**src/rtl/sequencia_memoria.sv**
```systemverilog
// Memory-game sequence store: appends one-hot values, plays them on the LEDs, then checks player presses.
// Optional macro SEQ_TIMEOUT_EN adds a player inactivity timeout in ESPERA_JOGADA.
module sequencia_memoria #(
    parameter int DEPTH   = 16,
    parameter int AW      = 4,
    parameter int T_ON    = 4,
    parameter int T_OFF   = 2,
    parameter int TIMEOUT = 64
) (
    input  logic          clock,
    input  logic          zera_s_n,
    input  logic          adiciona,
    input  logic [3:0]    numero,
    input  logic          mostra,
    input  logic [3:0]    jogada,
    input  logic          jogada_valida,
    output logic [3:0]    leds,
    output logic [AW:0]   tamanho,
    output logic          cheio,
    output logic          ocupado,
    output logic          acertou,
    output logic          errou,
    output logic          fim_rodada
);

    localparam int TMAX = (T_ON > T_OFF) ? T_ON : T_OFF;
    localparam int FW   = (TMAX > 1) ? $clog2(TMAX) : 1;
    localparam logic [FW-1:0] C_ON_FIM  = FW'(T_ON - 1);
    localparam logic [FW-1:0] C_OFF_FIM = FW'(T_OFF - 1);

    if (T_ON < 1 || T_OFF < 1 || TIMEOUT < 1 || DEPTH != (1 << AW)) begin : g_parametro_invalido
        $error("sequencia_memoria: invalid parameter set");
    end

    typedef enum logic [1:0] {
        OCIOSO,
        MOSTRA_ON,
        MOSTRA_OFF,
        ESPERA_JOGADA
    } estado_t;

    function automatic logic f_um_quente(input logic [3:0] v);
        return (v != 4'b0) && ((v & (v - 4'd1)) == 4'b0);
    endfunction

    logic [3:0]    r_mem [DEPTH];
    estado_t       r_estado, w_prox_estado;
    logic [AW-1:0] r_idx, w_prox_idx, w_idx_inc;
    logic [FW-1:0] r_fase, w_prox_fase;
    logic [AW:0]   r_tamanho;
    logic [3:0]    r_leds, w_prox_leds;
    logic          r_acertou, r_errou, r_fim;
    logic          w_acertou, w_errou, w_fim;
    logic          w_cheio, w_escreve, w_ultimo;

`ifdef SEQ_TIMEOUT_EN
    localparam int TW = $clog2(TIMEOUT + 1);
    localparam logic [TW-1:0] C_TIMEOUT_FIM = TW'(TIMEOUT - 1);
    logic [TW-1:0] r_inativo, w_prox_inativo;
`endif

    assign w_cheio   = (r_tamanho == (AW+1)'(DEPTH));
    assign w_escreve = (r_estado == OCIOSO) && adiciona && f_um_quente(numero) && !w_cheio;
    assign w_ultimo  = ((AW+1)'(r_idx) + (AW+1)'(1)) == r_tamanho;
    assign w_idx_inc = r_idx + AW'(1);

    // Storage is never reset; only the length pointer is.
    always_ff @(posedge clock) begin
        if (w_escreve) begin
            r_mem[r_tamanho[AW-1:0]] <= numero;
        end
    end

    always_comb begin
        w_prox_estado = r_estado;
        w_prox_idx    = r_idx;
        w_prox_fase   = r_fase;
        w_prox_leds   = 4'b0;
        w_acertou     = 1'b0;
        w_errou       = 1'b0;
        w_fim         = 1'b0;
`ifdef SEQ_TIMEOUT_EN
        w_prox_inativo = '0;
`endif
        case (r_estado)
            OCIOSO: begin
                // A same-cycle append to an empty store makes numero the first element shown.
                if (mostra && (r_tamanho != '0 || w_escreve)) begin
                    w_prox_estado = MOSTRA_ON;
                    w_prox_idx    = '0;
                    w_prox_fase   = '0;
                    w_prox_leds   = (r_tamanho == '0) ? numero : r_mem[0];
                end
            end
            MOSTRA_ON: begin
                if (r_fase == C_ON_FIM) begin
                    w_prox_estado = MOSTRA_OFF;
                    w_prox_fase   = '0;
                end else begin
                    w_prox_fase = r_fase + FW'(1);
                    w_prox_leds = r_leds;
                end
            end
            MOSTRA_OFF: begin
                if (r_fase == C_OFF_FIM) begin
                    w_prox_fase = '0;
                    if (w_ultimo) begin
                        w_prox_estado = ESPERA_JOGADA;
                        w_prox_idx    = '0;
                    end else begin
                        w_prox_estado = MOSTRA_ON;
                        w_prox_idx    = w_idx_inc;
                        w_prox_leds   = r_mem[w_idx_inc];
                    end
                end else begin
                    w_prox_fase = r_fase + FW'(1);
                end
            end
            ESPERA_JOGADA: begin
                if (jogada_valida) begin
                    if (f_um_quente(jogada) && jogada == r_mem[r_idx]) begin
                        w_acertou = 1'b1;
                        if (w_ultimo) begin
                            w_fim         = 1'b1;
                            w_prox_estado = OCIOSO;
                            w_prox_idx    = '0;
                        end else begin
                            w_prox_idx = w_idx_inc;
                        end
                    end else begin
                        w_errou       = 1'b1;
                        w_prox_estado = OCIOSO;
                        w_prox_idx    = '0;
                    end
                end
`ifdef SEQ_TIMEOUT_EN
                else if (r_inativo == C_TIMEOUT_FIM) begin
                    w_errou       = 1'b1;
                    w_prox_estado = OCIOSO;
                    w_prox_idx    = '0;
                end else begin
                    w_prox_inativo = r_inativo + TW'(1);
                end
`endif
            end
            default: begin
                w_prox_estado = OCIOSO;
            end
        endcase
    end

    always_ff @(posedge clock) begin
        if (!zera_s_n) begin
            r_estado  <= OCIOSO;
            r_idx     <= '0;
            r_fase    <= '0;
            r_tamanho <= '0;
            r_leds    <= 4'b0;
            r_acertou <= 1'b0;
            r_errou   <= 1'b0;
            r_fim     <= 1'b0;
`ifdef SEQ_TIMEOUT_EN
            r_inativo <= '0;
`endif
        end else begin
            r_estado  <= w_prox_estado;
            r_idx     <= w_prox_idx;
            r_fase    <= w_prox_fase;
            r_leds    <= w_prox_leds;
            r_acertou <= w_acertou;
            r_errou   <= w_errou;
            r_fim     <= w_fim;
            if (w_escreve) begin
                r_tamanho <= r_tamanho + (AW+1)'(1);
            end
`ifdef SEQ_TIMEOUT_EN
            r_inativo <= w_prox_inativo;
`endif
        end
    end

    assign leds       = r_leds;
    assign tamanho    = r_tamanho;
    assign cheio      = w_cheio;
    assign ocupado    = (r_estado != OCIOSO);
    assign acertou    = r_acertou;
    assign errou      = r_errou;
    assign fim_rodada = r_fim;

endmodule

```
**config.mk**
```make
export PLATFORM = sky130hd
export DESIGN_NAME = sequencia_memoria
export DESIGN_NICKNAME = d
export VERILOG_FILES = /design/src/rtl/sequencia_memoria.sv
export SDC_FILE = /design/constraint.sdc
export NUM_CORES = 1
export LEC_CHECK = 0
export CORE_ASPECT_RATIO = 0.8
export CORE_MARGIN = 2
export CORE_UTILIZATION = 60
export CTS_BUF_LIST = sky130_fd_sc_hd__clkbuf_16
export CTS_CLUSTER_DIAMETER = 80
export CTS_CLUSTER_SIZE = 24
export DETAILED_ROUTE_END_ITERATION = 10
export DONT_BUFFER_PORTS = 1
export PLACE_DENSITY = 0.76
export SYNTH_ARGS = -nofsm -noshare
export SYNTH_HDL_FRONTEND = slang
export SYNTH_SLANG_ARGS = --single-unit
```
**constraint.sdc**
```tcl
create_clock -name clock -period 8 [get_ports clock]
set_clock_uncertainty 0.05 [all_clocks]
set_input_delay 0.8 -clock clock [delete_from_list [all_inputs] [get_ports clock]]
set_output_delay 0.8 -clock clock [all_outputs]
set_load 0.1 [all_outputs]
```
==> results.toml, run 1 <==
[run_status]
status = "complete, no violations"

[yosys]
post_synth_fa_ha_maj_area_fraction_pct = 3.47
synth-edff-count = 64
synth_cell_types = 51
synth_mux_area_share_pct = 22.6
ys_ff_latch = 88
syn_nets = 366
synth_commonest_cells = "edfxtp_1, mux2i_1, mux4_2, dfxtp_1, nor2_1"
synth-compound-area-share_pct = 6.39
synth.area.top_cells = "edfxtp_1, mux4_2, dfxtp_1, mux2i_1, ha_1"
ys_seq_area_share_pct = 51.3
synth_top_cell_area_share_pct = 41.0
synth_xor_area_share_pct = 2.94
synthesis.area_mm2 = 0.00468
synth_flop_cell = "edfxtp_1"
yosys.cell_count.top_type = "edfxtp_1"
synth.avg_cell_area_um2 = 13.8
yosysTopAreaCell = "edfxtp_1"
synthSimpleGateAreaFrac_pct = 9.35
synth_top_family_by_area = "multiplexers"
ys_async_sr_fraction_pct = 0
yosys_warnings = 0
postSynthCellCount = 340

[cts]
cts_tree = "built"
post-cts-setup-buffers = 0
cts_sinks = 88
postCtsResizedCells = 0
cts_inserted_buffers = 9
path_clk_slew_ns = 0.07
htreeDepth = 3
clockBufferDepth = 2
root_buffer = "clkbuf_16"
insertion_delay_ns = 0.34
ctsHoldBuffers = 0

[routing]
drc = 0
wl_per_cell_um = 24.6
routed_wl_um = 11000
drtIter0Drc = 283
viasPerCell = 6.66
firstDrtPassIters = 5
vias = 2962
ant_nets = 0

[final_layout]
nNetsFinal = 361
layout-drive-gt1-share_pct = 17.4
diodes = 0
syn_to_final_growth_pct = 7.32
nFillCells = 542
final_util_pct = 67.0
regArea_mm2 = 0.00240
multiInputGateArea_mm2 = 0.00209

[worst_setup_path]
startpoint = "tamanho[0]$_SDFFE_PN0P_"
crit_family = "flip-flops"
crit_required_ns = 7.92
reg2reg_from = "tamanho[0]$_SDFFE_PN0P_"
critPathMaxStageDelay_ns = 1.12
path_buf_inv = 1
crit_fanout = 8
critPathSlowestCell = "dfxtp_1"
critPathArrivalTime_ns = 3.84
end_kind = "flop"
path_cells = "inv_1 > ha_1 > a31o_2 > a211oi_2 > nand2_1 > nor3_1"
start_kind = "flop"
worstSetupPathType = "flop to flop"

[global_route]
grtUsageTotal_pct = 28.0
antenna_found_initial = 0
grt_pass1_vias = 2886
grt-ovfl-total = 0
grt_pass1_wl_um = 17100
grt_max_degree = 22

[die]
die_h_um = 83.0
ios = 27
die_w_um = 103
dieArea_mm2 = 0.00853
coreArea_mm2 = 0.00750
num_rows = 28
start_util_pct = 62.4

[placed_design]
io_buffers = 0
hpwl_um = 7900
place.gp.congestion = 0.943

[timing]
hold_viol_final = 0
post-route-min-period_ns = 3.92
setup_tns_ns = 0
finalCritPeriodShare_pct = 49.0
fmax_mhz = 255
setup_viol = 0
drv_slew = 0
tightest_slew_ns = 1.25
slew_headroom_pct = 16.6
rsz0062_at_grt = "false"

[flow_run]
maxCapViolCount = 0

[power_and_ir_drop]
irDropWorstVdd_v = 0.000147
p_leak_nw = 1.63
powerDensity_mw_per_mm2 = 241

[worst_hold_path]
hp-start = "numero[1]"
min_path_type = "input port to flop"
==> kinds of logic (layout without fill, tap and decap cells) <==
kind of cell	Yosys count	in the layout
multiplexers	67	67
flip-flops	88	88
XOR/XNOR	14	14
AND/OR/NAND/NOR	86	86
adder cells (fa/ha/maj)	13	13
buffers and inverters	33	33
AO/OA/AOI/OAI	39	39
==> routing by layer <==
layer	wire [um]	global-route usage [%]	part of all wire [%]
met2	5030	40.2	46
met3	1000	9.26	9.1
met1	4700	40.8	43
met5	0	0	0
met4	222	9.09	2.0
==> registers in the layout, indices dropped and copies added, names as in the netlist, named ones only <==
name        count
tamanho         5
leds            4
r_estado        2
acertou         1
r_mem          64
errou           1
fim_rodada      1
r_fase          2
r_idx           4
==> per-stage QoR <==
stage               instances  hold WS [ns]  worst slack, ns  cell area, um2  power [W]
floorplan                 340         0.451             4.88            4680   0.000726
global placement          429         0.492             4.24            4700   0.000755
detailed placement        429         0.485             4.14            4700   0.000761
CTS                       445         0.493             4.12            5020    0.00121
global route              445         0.485             3.83            5020    0.00125
finish                    445         0.499             4.08            5020    0.00121
==> path summary, 6_finish.rpt <==
path / endpoint / slack, ns / cells after the start
max: r_mem[3][2]$_DFFE_PP_ / 4.08 / 6
min: r_mem[7][1]$_DFFE_PP_ / 0.50 / 0
max reg2reg: r_mem[3][2]$_DFFE_PP_ / 4.08 / 6
min reg2reg: r_idx[1]$_SDFFE_PN0P_ / 0.51 / 1
==> area by class of cell <==
type | instances | share of cell area (%)
flip-flops and latches | 88 | 47.8
multi-input cells | 219 | 41.7
clock buffers | 9 | 4.48
well taps | 105 | 2.61
clock inverters | 7 | 2.02
inverters | 15 | 1.12
repair buffers | 2 | 0.299
==> report_power, final <==
group	internal, W	switching [W]
Combinational	0.0000652	0.000115
Clock	0.000277	0.000180
Sequential	0.000504	0.0000705
Total	0.000846	0.000366
==> cells in the final DEF, fill, tap and decap left out, types with 3 or more instances in the layout <==
cell and count:
edfxtp_1 64, ha_1 13, xor2_1 7, mux2i_1 35
nor2_1 24, nand3b_1 3, nor3_1 7, nand2_1 17
nand4_1 5, inv_1 15, mux4_2 28, xnor2_1 6
and3_1 3, nand3_1 6, nand2b_1 4, nor2b_1 3
clkbuf_16 9, o21ai_0 10, dfxtp_1 24, a22o_1 4
and2_1 6, a21oi_1 8
No activity file was read; power rests on OpenSTA's default activity.
==> run 2: changes to the inputs <==
--- a/config.mk
+++ b/config.mk
@@ -7,13 +7,13 @@
 export LEC_CHECK = 0
 export CORE_ASPECT_RATIO = 0.8
 export CORE_MARGIN = 2
-export CORE_UTILIZATION = 60
+export CORE_UTILIZATION = 57
 export CTS_BUF_LIST = sky130_fd_sc_hd__clkbuf_16
 export CTS_CLUSTER_DIAMETER = 80
 export CTS_CLUSTER_SIZE = 24
 export DETAILED_ROUTE_END_ITERATION = 10
 export DONT_BUFFER_PORTS = 1
-export PLACE_DENSITY = 0.76
+export PLACE_DENSITY = 0.75
 export SYNTH_ARGS = -nofsm -noshare
 export SYNTH_HDL_FRONTEND = slang
 export SYNTH_SLANG_ARGS = --single-unit
==> constraint.sdc (replaced) <==
create_clock -name clock -period 3.3 [get_ports clock]
set_clock_uncertainty 0.05 [all_clocks]
set_input_delay 0.33 -clock clock [delete_from_list [all_inputs] [get_ports clock]]
set_output_delay 0.33 -clock clock [all_outputs]
set_load 0.1 [all_outputs]
==> run 2 against run 1 <==
  * Critical path depth grew 2
  * Combinational power grew to 2.8 times the previous value
  * Sequential share of layout area shrank 0.59 points
  * Sequential cell count is the same
  * Die area grew 5.0%
  * Via count grew 1.1%
  * Worst setup slack lost 3.6 ns
  * Worst hold slack lost 0.47 ns
  * Critical path type unchanged
==> results.toml, run 2 (synthesis gave the netlist of run 1 again) <==
[routing]
vias = 2996
ant_nets = 0
drc = 0
firstDrtPassIters = 5
drtIter0Drc = 305
wl_per_cell_um = 23.2
viasPerCell = 6.47
routed_wl_um = 10700

[final_layout]
nNetsFinal = 376
layout-drive-gt1-share_pct = 20.8
fin_area_mm2 = 0.00509
final_cell_mix = "edfxtp_1, mux2i_1, mux4_2"
syn_to_final_growth_pct = 8.66
largest_register_ffs = 64
diodes = 0
layout_commonest_cell = "edfxtp_1"
nFillCells = 583

[timing]
rsz0062_at_grt = "false"
hold_viol_final = 0
post-route-min-period_ns = 2.80
hold_ws_ns = 0.0260
fmax_mhz = 357
tightest_slew_ns = 0.975
finalCritPeriodShare_pct = 84.8
setup_tns_ns = 0
slew_headroom_pct = 34.9
drv_slew = 0
setup_viol = 0

[power_and_ir_drop]
p_int_w = 0.00191
power_w = 0.00279
combPwrFrac_pct = 18.3
pwr-share-seq_pct = 48.5
powerDensity_mw_per_mm2 = 548
irDropWorstVdd_v = 0.000361
p_switching_w = 0.000878
swShare_pct = 31.5
p_leak_nw = 1.69
power_frac_clock_pct = 33.2

[worst_setup_path]
start_kind = "flop"
crit_fanout = 13
reg2reg_setup_slack_ns = 0.50
end_kind = "flop"
crit_required_ns = 3.52
worstSetupPathType = "flop to flop"
reg2reg_depth = 8
critPathArrivalTime_ns = 3.02

[cts]
cts_tree = "built"
htreeDepth = 3
insertion_delay_ns = 0.34
ctsHoldBuffers = 0
clockBufferDepth = 2
post-cts-setup-buffers = 0
root_buffer = "clkbuf_16"
path_clk_slew_ns = 0.07
cts_sinks = 88
cts_inserted_buffers = 9
postCtsResizedCells = 0

[placed_design]
hpwl_um = 7960
post_dp_cell_area_mm2 = 0.00481
io_buffers = 0
place.gp.congestion = 0.911

[worst_hold_path]
hp-start = "numero[0]"
min_to = "r_mem[6][0]$_DFFE_PP_"
min_path_type = "input port to flop"
whs_path_depth = 0

[die]
num_rows = 29
coreArea_mm2 = 0.00795
start_util_pct = 58.9
die_h_um = 85.1
die_w_um = 105
ios = 27
dieArea_mm2 = 0.00896

[global_route]
grt_pass1_vias = 2986
grt-ovfl-total = 0
grtUsageTotal_pct = 26.1
grt_pass1_wl_um = 17000
antenna_found_initial = 0
grt_max_degree = 21

[flow_run]
maxCapViolCount = 0

[run_status]
status = "complete, no violations"
==> run 2: changes by cell type in the layout (fill, tap and decap cells not counted), sizes merged <==
cell | before | now
buf | 2 | 17
bufinv | 2 | 0
clkinvlp | 0 | 2
clkinv | 2 | 3
inv | 18 | 17
==> run 2: layer usage <==
metal  vias up  wire, um  share of wire (%)  GRT usage (%)
met3        20       988                9.2           6.53
met1      1491      4660                 43           37.9
li1       1325         -                  -              -
met4         0       225                2.1           9.70
met5         -         0                  0              0
met2       160      4880                 45           38.5
==> run 2: worst max-delay path, stage by stage (launching register included) <==
cell     delay (ns)
dfxtp_1        0.77
mux2i_1        0.22
mux4_2         0.50
mux2i_1        0.21
xor2_1         0.10
a211o_2        0.32
o22ai_4        0.29
nand2_1        0.11
mux2i_1        0.14
==> run 2: cell type report <==
type / count / area [um2] / area share [%]
inverters: 15 / 56.3 / 1.11
clock buffers: 9 / 225 / 4.43
well taps: 108 / 135 / 2.66
multi-input cells: 219 / 2090 / 41.1
repair buffers: 17 / 128 / 2.51
clock inverters: 7 / 47.5 / 0.935
flip-flops and latches: 88 / 2400 / 47.2
==> run 2: worst max path at each step <==
stage | slack [ns] | depth (start not counted) | to | start
after floorplan | 0.18 | 6 | r_mem[3][0]$_DFFE_PP_ | tamanho[0]$_SDFFE_PN0P_
after CTS | 0.55 | 8 | flop | flop
final | 0.50 | 8 | flop | flop
after global routing | 0.32 | 8 | flop | flop
after detailed placement | 0.54 | 8 | r_idx[2]$_SDFFE_PN0P_ | flop
after global placement | 0.64 | 8 | flop | flop
==> run 2: through the flow <==
stage,instances,worst slack [ns],util [%]
floorplan,340,0.175,-
global placement,447,0.641,60.6
detailed placement,447,0.539,60.6
CTS,463,0.545,64.0
global route,463,0.321,64.0
finish,463,0.502,64.0
==> run 2: power groups by stage <==
stage	registers (W)	clock network [W]	logic [W]
after floorplan	0.00139	0	0.000370
after global placement	0.00138	0	0.000482
after detailed placement	0.00138	0	0.000500
after CTS	0.00135	0.000945	0.000503
after global routing	0.00136	0.000988	0.000550
final	0.00135	0.000926	0.000510
